File: config.mk
export PLATFORM = sky130hd
export DESIGN_NAME = regfile_write_arbiter_flat
export DESIGN_NICKNAME = d
export VERILOG_FILES = /design/src/rtl/regfile_write_arbiter_if.sv /design/src/rtl/regfile_write_arbiter.sv /design/src/flat_wrapper.sv
export SDC_FILE = /design/constraint.sdc
export NUM_CORES = 1
export LEC_CHECK = 0
export CAP_MARGIN = 20
export CORE_UTILIZATION = 44
export DETAILED_ROUTE_END_ITERATION = 12
export GPL_TIMING_DRIVEN = 0
export PLACE_DENSITY = 0.86
export SKIP_CTS_REPAIR_TIMING = 1
export SYNTH_ARGS = -nofsm -noshare
export SYNTH_HDL_FRONTEND = slang
export SYNTH_SLANG_ARGS = --single-unit
File: constraint.sdc
create_clock -name clk -period 6.21 [get_ports clk]
set_clock_uncertainty 0.2 [all_clocks]
set_input_delay 0.621 -clock clk [delete_from_list [all_inputs] [get_ports clk]]
set_output_delay 0.621 -clock clk [all_outputs]
set_load 0.05 [all_outputs]
File: src/rtl/regfile_write_arbiter_if.sv
// Bundle of the requester handshake, register-file write pins and the
// read-port forwarding signals shared between the arbiter and its environment.
interface regfile_write_arbiter_if #(
    parameter int NUM_REQ = 4,
    parameter int DATA_W  = 8,
    parameter int ADDR_W  = 3
);
    logic                        hold;
    logic [NUM_REQ-1:0]          req_valid;
    logic [NUM_REQ*ADDR_W-1:0]   req_addr;
    logic [NUM_REQ*DATA_W-1:0]   req_data;
    logic [NUM_REQ-1:0]          req_ready;

    logic                        wr_en;
    logic [ADDR_W-1:0]           wr_addr;
    logic [DATA_W-1:0]           wr_data;

    logic [ADDR_W-1:0]           rd_addr1;
    logic [ADDR_W-1:0]           rd_addr2;
    logic                        fwd_hit1;
    logic                        fwd_hit2;
    logic [DATA_W-1:0]           fwd_data;

    logic [15:0]                 wr_count;

    // Environment side: requesters and read-port mirrors drive, results return.
    modport master (
        output hold, req_valid, req_addr, req_data, rd_addr1, rd_addr2,
        input  req_ready, wr_en, wr_addr, wr_data,
        input  fwd_hit1, fwd_hit2, fwd_data, wr_count
    );

    // Arbiter side.
    modport slave (
        input  hold, req_valid, req_addr, req_data, rd_addr1, rd_addr2,
        output req_ready, wr_en, wr_addr, wr_data,
        output fwd_hit1, fwd_hit2, fwd_data, wr_count
    );
endinterface

File: src/rtl/regfile_write_arbiter.sv
// Round-robin arbiter sharing the register file write port between NUM_REQ
// requesters. The winner is captured into a one-entry output stage that drives
// the register file; forwarding flags cover the cycle where the array still
// holds the old value.
module regfile_write_arbiter #(
    parameter int NUM_REQ = 4,
    parameter int DATA_W  = 8,
    parameter int ADDR_W  = 3
) (
    input  logic                  clk,
    input  logic                  reset,
    regfile_write_arbiter_if.slave bus
);
    localparam int PTR_W = (NUM_REQ > 1) ? $clog2(NUM_REQ) : 1;
    localparam int SUM_W = PTR_W + 1;
    localparam logic [SUM_W-1:0] NUM_REQ_S = SUM_W'(NUM_REQ);

    logic [PTR_W-1:0]     ptr;
    logic [PTR_W-1:0]     ptr_next;
    logic [SUM_W-1:0]     ptr_sum;

    logic [2*NUM_REQ-1:0] valid_dbl;
    logic [NUM_REQ-1:0]   valid_rot;
    logic                 found;
    logic [SUM_W-1:0]     win_sum;
    logic [PTR_W-1:0]     win_idx;

    logic [NUM_REQ-1:0]   grant;
    logic [ADDR_W-1:0]    win_addr;
    logic [DATA_W-1:0]    win_data;
    logic                 transfer;

    logic                 wr_en_q;
    logic [ADDR_W-1:0]    wr_addr_q;
    logic [DATA_W-1:0]    wr_data_q;
    logic [15:0]          wr_count_q;

    // Rotate the request vector so the current priority holder sits at bit 0,
    // pick the lowest set bit, then map the offset back to a requester index.
    always_comb begin
        valid_dbl = {bus.req_valid, bus.req_valid};
        valid_rot = NUM_REQ'(valid_dbl >> ptr);
        found     = 1'b0;
        win_sum   = '0;
        if (reset && !bus.hold) begin
            for (int unsigned k = 0; k < NUM_REQ; k++) begin
                if (!found && valid_rot[k]) begin
                    found   = 1'b1;
                    win_sum = {1'b0, ptr} + SUM_W'(k);
                end
            end
        end
        if (win_sum >= NUM_REQ_S) begin
            win_sum = win_sum - NUM_REQ_S;
        end
        win_idx = win_sum[PTR_W-1:0];
    end

    // Decode the winner into a one-hot grant and select its address/data.
    always_comb begin
        grant    = '0;
        win_addr = '0;
        win_data = '0;
        for (int unsigned i = 0; i < NUM_REQ; i++) begin
            if (found && (win_idx == PTR_W'(i))) begin
                grant[i] = 1'b1;
                win_addr = bus.req_addr[i*ADDR_W +: ADDR_W];
                win_data = bus.req_data[i*DATA_W +: DATA_W];
            end
        end
    end

    // Priority moves to the requester just after the winner, wrapping at NUM_REQ.
    always_comb begin
        ptr_sum = {1'b0, win_idx} + SUM_W'(1);
        if (ptr_sum >= NUM_REQ_S) begin
            ptr_sum = '0;
        end
        ptr_next = ptr_sum[PTR_W-1:0];
    end

    // A grant is only issued against a valid request, so grant implies transfer.
    assign transfer = found;

    // Output stage, round-robin pointer and saturating grant counter.
    always_ff @(posedge clk) begin
        if (!reset) begin
            wr_en_q    <= 1'b0;
            wr_addr_q  <= '0;
            wr_data_q  <= '0;
            wr_count_q <= '0;
            ptr        <= '0;
        end else if (transfer) begin
            wr_en_q   <= 1'b1;
            wr_addr_q <= win_addr;
            wr_data_q <= win_data;
            ptr       <= ptr_next;
            if (wr_count_q != '1) begin
                wr_count_q <= wr_count_q + 16'd1;
            end
        end else begin
            wr_en_q <= 1'b0;
        end
    end

    assign bus.req_ready = grant;
    assign bus.wr_en     = wr_en_q;
    assign bus.wr_addr   = wr_addr_q;
    assign bus.wr_data   = wr_data_q;
    assign bus.wr_count  = wr_count_q;

    // Forwarding only reflects the write currently sitting in the output stage.
    assign bus.fwd_hit1  = wr_en_q && (wr_addr_q == bus.rd_addr1);
    assign bus.fwd_hit2  = wr_en_q && (wr_addr_q == bus.rd_addr2);
    assign bus.fwd_data  = wr_data_q;
endmodule

File: src/flat_wrapper.sv
// flat-port wrapper written by rule: the top's interface ports become plain ports
module regfile_write_arbiter_flat 
#(
    parameter int NUM_REQ = 4,
    parameter int DATA_W  = 8,
    parameter int ADDR_W  = 3
)
  (clk, reset, bus_hold, bus_req_valid, bus_req_addr, bus_req_data, bus_rd_addr1, bus_rd_addr2, bus_req_ready, bus_wr_en, bus_wr_addr, bus_wr_data, bus_fwd_hit1, bus_fwd_hit2, bus_fwd_data, bus_wr_count);
  regfile_write_arbiter_if #(.NUM_REQ(NUM_REQ), .DATA_W(DATA_W), .ADDR_W(ADDR_W)) bus_i ();
  input  logic clk;
  input  logic reset;
  input wire logic [$bits(bus_i.hold)-1:0] bus_hold;
  input wire logic [$bits(bus_i.req_valid)-1:0] bus_req_valid;
  input wire logic [$bits(bus_i.req_addr)-1:0] bus_req_addr;
  input wire logic [$bits(bus_i.req_data)-1:0] bus_req_data;
  input wire logic [$bits(bus_i.rd_addr1)-1:0] bus_rd_addr1;
  input wire logic [$bits(bus_i.rd_addr2)-1:0] bus_rd_addr2;
  output wire logic [$bits(bus_i.req_ready)-1:0] bus_req_ready;
  output wire logic [$bits(bus_i.wr_en)-1:0] bus_wr_en;
  output wire logic [$bits(bus_i.wr_addr)-1:0] bus_wr_addr;
  output wire logic [$bits(bus_i.wr_data)-1:0] bus_wr_data;
  output wire logic [$bits(bus_i.fwd_hit1)-1:0] bus_fwd_hit1;
  output wire logic [$bits(bus_i.fwd_hit2)-1:0] bus_fwd_hit2;
  output wire logic [$bits(bus_i.fwd_data)-1:0] bus_fwd_data;
  output wire logic [$bits(bus_i.wr_count)-1:0] bus_wr_count;
  assign bus_i.hold = bus_hold;
  assign bus_i.req_valid = bus_req_valid;
  assign bus_i.req_addr = bus_req_addr;
  assign bus_i.req_data = bus_req_data;
  assign bus_i.rd_addr1 = bus_rd_addr1;
  assign bus_i.rd_addr2 = bus_rd_addr2;
  assign bus_req_ready = bus_i.req_ready;
  assign bus_wr_en = bus_i.wr_en;
  assign bus_wr_addr = bus_i.wr_addr;
  assign bus_wr_data = bus_i.wr_data;
  assign bus_fwd_hit1 = bus_i.fwd_hit1;
  assign bus_fwd_hit2 = bus_i.fwd_hit2;
  assign bus_fwd_data = bus_i.fwd_data;
  assign bus_wr_count = bus_i.wr_count;
  regfile_write_arbiter #(.NUM_REQ(NUM_REQ), .DATA_W(DATA_W), .ADDR_W(ADDR_W)) u_core (.clk(clk), .reset(reset), .bus(bus_i));
endmodule
==> key figures, run 1 <==
Routing
  • Total wire length: slightly below 7000 um
  • Initial DRT Pass Iterations: 4
  • Via count: roughly 2400
  • Post-DR vias/cell: 5.879
  • Post-route ant nets: 0
  • Drt initial violations: 150
  • Wire length per cell: 16.63 um
  • DRC: 0

Synth
  • Yosys cell types: between 50 and 60
  • Synth cell count leaders: a21oi_1, dfxtp_1, inv_1, nand2_1, o21ai_1
  • Syn_area_per_cell: 8.128 um^2
  • Mapped Nets: ~310
  • Most frequently used flop master after synthesis: dfxtp_1
  • Post-synth top area cell: dfxtp_1
  • Most common cell in the synthesized netlist: a21oi_1
  • Post-synth EDFFs: 0
  • Synth top area cells: dfxtp_1, a21oi_1, a211o_1
  • Asr flop ratio synth: 0%
  • Mapped Area: around 2000 um^2
  • Syn Inst Count: 250
  • Yosys warnings: 0
  • Sequential fraction of the synthesis area: 29.56%
  • Post-synth top area share: between 20 and 30%
  • Yosys reg bits: 30

Floorplanning
  • Die X-Extent: roughly 70 um
  • # rows: 24
  • Die height: approximately 70 um
  • Initial Util: 46.35%
  • Core area: 4384 um^2
  • Die Area: 4894 um^2
  • Io pins: 99

Final layout
  • ANT cells: 0
  • Reg area: ~600 um^2
  • Nets: between 400 and 500
  • Design area: 3181 um^2
  • Synthesis-to-finish area growth: 56.53%
  • Layout cells sized above 1: a little over 8%
  • Fillers: 346
  • Final std cells w/o fill: just over 400
  • Area occupied by multi-input gates: 1216 um^2
  • Final core utilization: ~73%

CTS
  • H-tree levels: 2
  • Clock Path Buffers: 2
  • Worst skew pair latency: 0.29 ns
  • CTS Sinks: 30
  • Clock Pin Slew Worst Setup and Hold Paths: ~0.070 ns
  • CTS root buffer: clkbuf_8
  • Clock tree from TritonCTS: yes
  • Num CTS Buffers: 5

Worst setup path
  • CP Max Fanout: 10
  • Crit path capture type: output port
  • Crit path from: bus_req_valid[0]
  • Reg-to-Reg Start: u_core.ptr[1]
  • Buf/Inv on CP: 7
  • WS Path Type: input pin to output port
  • CP dominant cell by count: clkdlybuf4s50_1
  • Arr. time, crit path: roughly 4.1 ns
  • Worst path max stage delay: roughly 0.8 ns
  • Critical Path RT: 5.39 ns
  • CP Launch Type: input pin
  • Worst path slowest cell: clkdlybuf4s50_1
  • Top delay family on crit path: buffers and inverters
  • Worst-path cell chain: clkdlybuf4s50_1 > or4_1 > buf_4 > nand2_4 > inv_2 > buf_6 > nand2_1 > ha_1 > clkbuf_1 > inv_1 > nor2_1 > clkdlybuf4s50_1

Timing
  • Tcrit/Tclk final: about four fifths
  • Hold slack: roughly 0.31 ns
  • Fin. Hold Viols: 0
  • Final setup vio count: 0
  • Setup_tns: 0 ns
  • Fmax: 205.4 MHz
  • Rel. slew slack: 64.28%
  • Final slew viol count: 0
  • Slew @ Worst Pin: between 0.5 and 0.6 ns
  • Tmin final: around 4.9 ns
  • RSZ-0062 raised after global routing: false

Placed design
  • GPL Wtd Cong: 0.8835
  • HPWL after DPL: roughly 4900 um
  • Placed cell area: ~3100 um^2
  • PortBufs: 97
  • Dpl cells: around 400

Global routing
  • Initial antenna violation count: 0
  • First-pass GRT wire length: between 10000 and 15000 um
  • All-layer global routing usage: approximately 28%
  • Vias in the first global route: about 2300
  • Largest net degree at the start of global routing: 11
  • GRT Residual Overflow: 0

Pwr
  • P per Cell Area: 183.9 nW/um^2
  • Leak: between 1 and 1.5 nW
  • Worst vdd ir: approximately 0.00014 V

Hold path
  • Hold Path Class: flop to flop
  • Critical hold path startpoint: u_core.bus.wr_count[9]

Run
  • MaxCap Viol Count: 0

Run status
  • Outcome: complete, no violations
-- worst reg2reg max path, delay by kind of cell, from the launching register on --
family	cells	cell delay, ns
buffers and inverters	1	0.41
and+or+nand+nor	1	0.22
AOI/OAI and AO/OA	4	1.01
adders and majority gates	1	0.24
DFF	1	0.44
muxes	1	0.36
-- state kept, by name (all words and copies together) (netlist names) --
name,cells
u_core.bus.wr_count,16
u_core.ptr,2
u_core.bus.wr_en,1
u_core.bus.wr_addr,3
u_core.bus.fwd_data,8
-- worst paths after layout --
| kind | to | slack, ns | cells past startpoint |
|---|---|---|---|
| min | u_core.bus.wr_count[9] | 0.31 | 2 |
| max | bus_req_ready[2] | 1.34 | 12 |
| min reg2reg | u_core.bus.wr_count[9] | 0.31 | 2 |
| max reg2reg | u_core.bus.fwd_data[1] | 3.26 | 8 |
-- cells in the final DEF (no fill, tap or decap), types with 5 or more instances in the layout --
cell type	count
o21ai_1	13
clkdlybuf4s50_1	97
clkbuf_8	6
nor2_1	5
ha_1	5
inv_1	16
buf_4	11
or4_1	10
clkbuf_1	8
a21oi_1	37
nand2_1	15
dfxtp_1	30
nand3_1	9
o31ai_1	8
a221oi_1	10
a211o_1	10
-- per-stage QoR --
step / total power (W) / setup WS (ns)
2_1_floorplan: 0.0003087 / 2.485
3_3_place_gp: 0.0003783 / 1.444
3_5_place_dp: 0.0003810 / 1.403
4_1_cts: 0.0005867 / 1.356
5_1_grt: 0.0006066 / 1.162
6_report: 0.0005850 / 1.341
-- kinds of logic (layout without fill, tap and decap cells) --
logic type	after synthesis	after routing	synth area share, %
AO/OA/AOI/OAI	96	96	30.97
buffers and inverters	40	144	10.59
multiplexers	2	2	1.047
AND/OR/NAND/NOR	71	71	22.17
adder cells (fa/ha/maj)	5	5	3.079
flip-flops	30	30	29.56
XOR/XNOR	6	6	2.586
-- routing by layer --
metal	GRT usage [%]	part of all wire, %
met5	0	0
met4	8.889	2.6
met3	7.504	7.2
met2	45.19	48
met1	35.52	42
-- report_power, final --
group	leakage, nW	internal (W)	switching [W]
combinational	0.879	0.0000815	0.0000886
sequential	0.245	0.000200	0.00000887
clock	0.0573	0.000128	0.0000778
-- final cells by class --
type	instances	share of cell area (%)
multi-input cells	180	38.24
repair buffers	97	30.53
flip-flops and latches	30	18.88
plain buffers	23	4.760
clock buffers	6	2.596
well taps	52	2.046
inverters	17	2.006
clock inverters	1	0.9441
No activity file was read; power rests on OpenSTA's default activity.
==> inputs of run 2 (changes only) <==
--- a/config.mk
+++ b/config.mk
@@ -6,10 +6,10 @@
 export NUM_CORES = 1
 export LEC_CHECK = 0
 export CAP_MARGIN = 20
-export CORE_UTILIZATION = 44
+export CORE_UTILIZATION = 37
 export DETAILED_ROUTE_END_ITERATION = 12
 export GPL_TIMING_DRIVEN = 0
-export PLACE_DENSITY = 0.86
+export PLACE_DENSITY = 0.77
 export SKIP_CTS_REPAIR_TIMING = 1
 export SYNTH_ARGS = -nofsm -noshare
 export SYNTH_HDL_FRONTEND = slang
==> constraint.sdc (replaced) <==
create_clock -name clk -period 4.2 [get_ports clk]
set_clock_uncertainty 0.2 [all_clocks]
set_input_delay 0.42 -clock clk [delete_from_list [all_inputs] [get_ports clk]]
set_output_delay 0.42 -clock clk [all_outputs]
set_load 0.05 [all_outputs]
==> run 2 against run 1 <==
Effect of this change:
- first-iteration DRC count grew 31%
- sequential share of layout area down 0.059 points
- clock power up 19%
- clock-buffer cell count increased by 1
- worst hold slack lost 0.053 ns
- total power rose by 37%
- register-to-register slack got worse by 1.9 ns
- die area increased by 18%
- sequential power grew 48%
- global-route usage decreased by 4.3 points
- critical endpoint unchanged
- combinational power is 46% higher
==> key figures, run 2 (synthesis gave the netlist of run 1 again) <==
Worst setup path
  • CP Launch Type: input pin (unchanged)
  • CP Max Fanout: 10 (unchanged)
  • Worst-path cell chain: clkdlybuf4s50_1 > or4_1 > buf_4 > nand2_4 > inv_2 > buf_6 > nand2_1 > ha_1 > clkbuf_1 > inv_1 > nor2_1 > dlymetal6s2s_1 (was clkdlybuf4s50_1 > or4_1 > buf_4 > nand2_4 > inv_2 > buf_6 > nand2_1 > ha_1 > clkbuf_1 > inv_1 > nor2_1 > clkdlybuf4s50_1)
  • Top delay family on crit path: buffers and inverters (unchanged)
  • WS Path Type: input pin to output port (unchanged)
  • Worst path max stage delay: 0.54 ns (was 0.81 ns)
  • Arr. time, crit path: 3.40 ns (was 4.05 ns)
  • Critical Path RT: 3.58 ns (was 5.39 ns)
  • Crit path capture type: output port (unchanged)
  • Buf/Inv on CP: 7 (unchanged)
  • Worst path slowest cell: or4_1 (was clkdlybuf4s50_1)

Final layout
  • Max reg flops: 16 (unchanged)
  • Commonest non-fill, non-tap cell in the layout: clkdlybuf4s50_1 (unchanged)
  • Area occupied by multi-input gates: 1216 um^2 (unchanged)
  • Most frequent cells in the layout: clkdlybuf4s50_1, a21oi_1, dfxtp_1, inv_1, nand2_1 (unchanged)
  • Synthesis-to-finish area growth: 57.02% (was 56.53%)
  • Fillers: 475 (was 346)
  • Layout cells sized above 1: 8.451% (was 8.192%)
  • Nets: 416 (unchanged)
  • ANT cells: 0 (unchanged)
  • Reg area: 600.6 um^2 (unchanged)

Placed design
  • PortBufs: 97 (unchanged)
  • GPL Wtd Cong: 0.8435 (was 0.8835)
  • HPWL after DPL: 4747 um (was 4936 um)
  • Pre-CTS setup slack: -0.1823 ns (was 1.403 ns)

CTS
  • Clock Path Buffers: 2 (unchanged)
  • Num CTS Buffers: 5 (unchanged)
  • CTS Sinks: 30 (unchanged)
  • CTS root buffer: clkbuf_8 (unchanged)
  • Clock Pin Slew Worst Setup and Hold Paths: 0.06 ns (was 0.07 ns)
  • Worst skew pair latency: 0.28 ns (was 0.29 ns)
  • Clock tree from TritonCTS: yes (unchanged)
  • H-tree levels: 2 (unchanged)

Global routing
  • All-layer global routing usage: 23.49% (was 27.74%)
  • First-pass GRT wire length: 11010 um (was 10900 um)
  • GRT Residual Overflow: 0 (unchanged)
  • Largest net degree at the start of global routing: 11 (unchanged)
  • Vias in the first global route: 2293 (was 2294)
  • Initial antenna violation count: 0 (unchanged)

Pwr
  • Worst vdd ir: 0.0001527 V (was 0.0001386 V)
  • P per Cell Area: 251.6 nW/um^2 (was 183.9 nW/um^2)
  • Leak: 1.231 nW (was 1.181 nW)

Timing
  • Final slew viol count: 0 (unchanged)
  • Rel. slew slack: 63.01% (was 64.28%)
  • Tmin final: around 4 ns
  • Fin. Hold Viols: 0 (unchanged)
  • Final setup vio count: 0 (unchanged)
  • Tcrit/Tclk final: a little over nine tenths
  • Hold slack: 0.2591 ns (was 0.3123 ns)
  • Slew @ Worst Pin: 0.5531 ns (was 0.5341 ns)
  • Setup WS post-layout: 0.1811 ns (was 1.341 ns)
  • Fmax: roughly 250 MHz
  • Setup_tns: 0 ns (unchanged)

Floorplanning
  • Die height: 76.11 um (was 69.96 um)
  • Die Area: 5792 um^2 (was 4894 um^2)
  • Io pins: 99 (unchanged)
  • # rows: 26 (was 24)
  • Initial Util: 39.04% (was 46.35%)
  • Die X-Extent: 76.11 um (was 69.96 um)
  • Core area: 5205 um^2 (was 4384 um^2)

Routing
  • Post-route ant nets: 0 (unchanged)
  • DRC: 0 (unchanged)
  • Drt initial violations: 196 (was 150)
  • Total wire length: 6441 um (was 6751 um)
  • Wire length per cell: 15.16 um (was 16.63 um)
  • Via count: 2323 (was 2387)
  • Post-DR vias/cell: 5.466 (was 5.879)
  • Initial DRT Pass Iterations: 4 (unchanged)

Run
  • MaxCap Viol Count: 0 (unchanged)

Hold path
  • Hold Path Class: input pin to flop (was flop to flop)

Run status
  • Outcome: complete, no violations (unchanged)
## run 2: changes by cell type in the layout (fill, tap and decap cells not counted)
cell,before,now
clkinv_2,0,1
clkbuf_2,0,1
dlymetal6s2s_1,0,3
bufinv_16,1,0
clkdlybuf4s50_1,97,94
## run 2: where the power goes
part / switching (W) / internal, W / leakage, nW
Combinational: 0.000127 / 0.000120 / 0.939
Clock: 0.000113 / 0.000132 / 0.0482
Sequential: 0.0000136 / 0.000296 / 0.245
Total: 0.000254 / 0.000548 / 1.23
## run 2: final cells by class
type                            count  area share [%]
Multi-Input combinational cell    180           38.12
Timing Repair Buffer               97           30.67
Sequential cell                    30           18.82
Buffer                             23           4.784
Tap cell                           70           2.745
Clock buffer                        7           2.706
Inverter                           17           2.000
Clock inverter                      1          0.1569
## run 2: metal layers
layer / global-route usage [%] / vias to the layer above / part of all wire, %
met5: 0 / - / 0
met1: 31.06 / 1061 / 45
met4: 9.808 / 0 / 2.8
li1: - / 1153 / -
met3: 5.389 / 17 / 5.7
met2: 36.64 / 92 / 47
## run 2: worst register-to-register path, delay by kind of cell (launching register included)
kind | cells | cell delay [ns]
flip-flops | 1 | 0.44
AND/OR/NAND/NOR | 1 | 0.22
multiplexers | 1 | 0.36
adder cells (fa/ha/maj) | 1 | 0.24
buffers and inverters | 1 | 0.38
AO/OA/AOI/OAI | 4 | 0.96
## run 2: path summary, 6_finish.rpt
path | end | depth (start not counted) | slack, ns | start
worst min register to register | u_core.bus.wr_count[9] | 2 | 0.31 | u_core.bus.wr_count[9]
worst max register to register | u_core.bus.fwd_data[7] | 8 | 1.33 | u_core.ptr[1]
worst min-delay path | u_core.bus.wr_addr[1] | 3 | 0.26 | reset
worst max-delay path | bus_req_ready[2] | 12 | 0.18 | bus_req_valid[0]
## run 2: through the flow
stage	utilization [%]	power, W	instance area (um^2)	cells
after global placement	59.38	0.0005601	3090	417
after floorplan	-	0.0004564	2032	250
after detailed placement	59.38	0.0005621	3090	417
after global routing	61.30	0.0008415	3191	425
final	61.30	0.0008026	3191	425
after CTS	61.13	0.0008086	3182	425
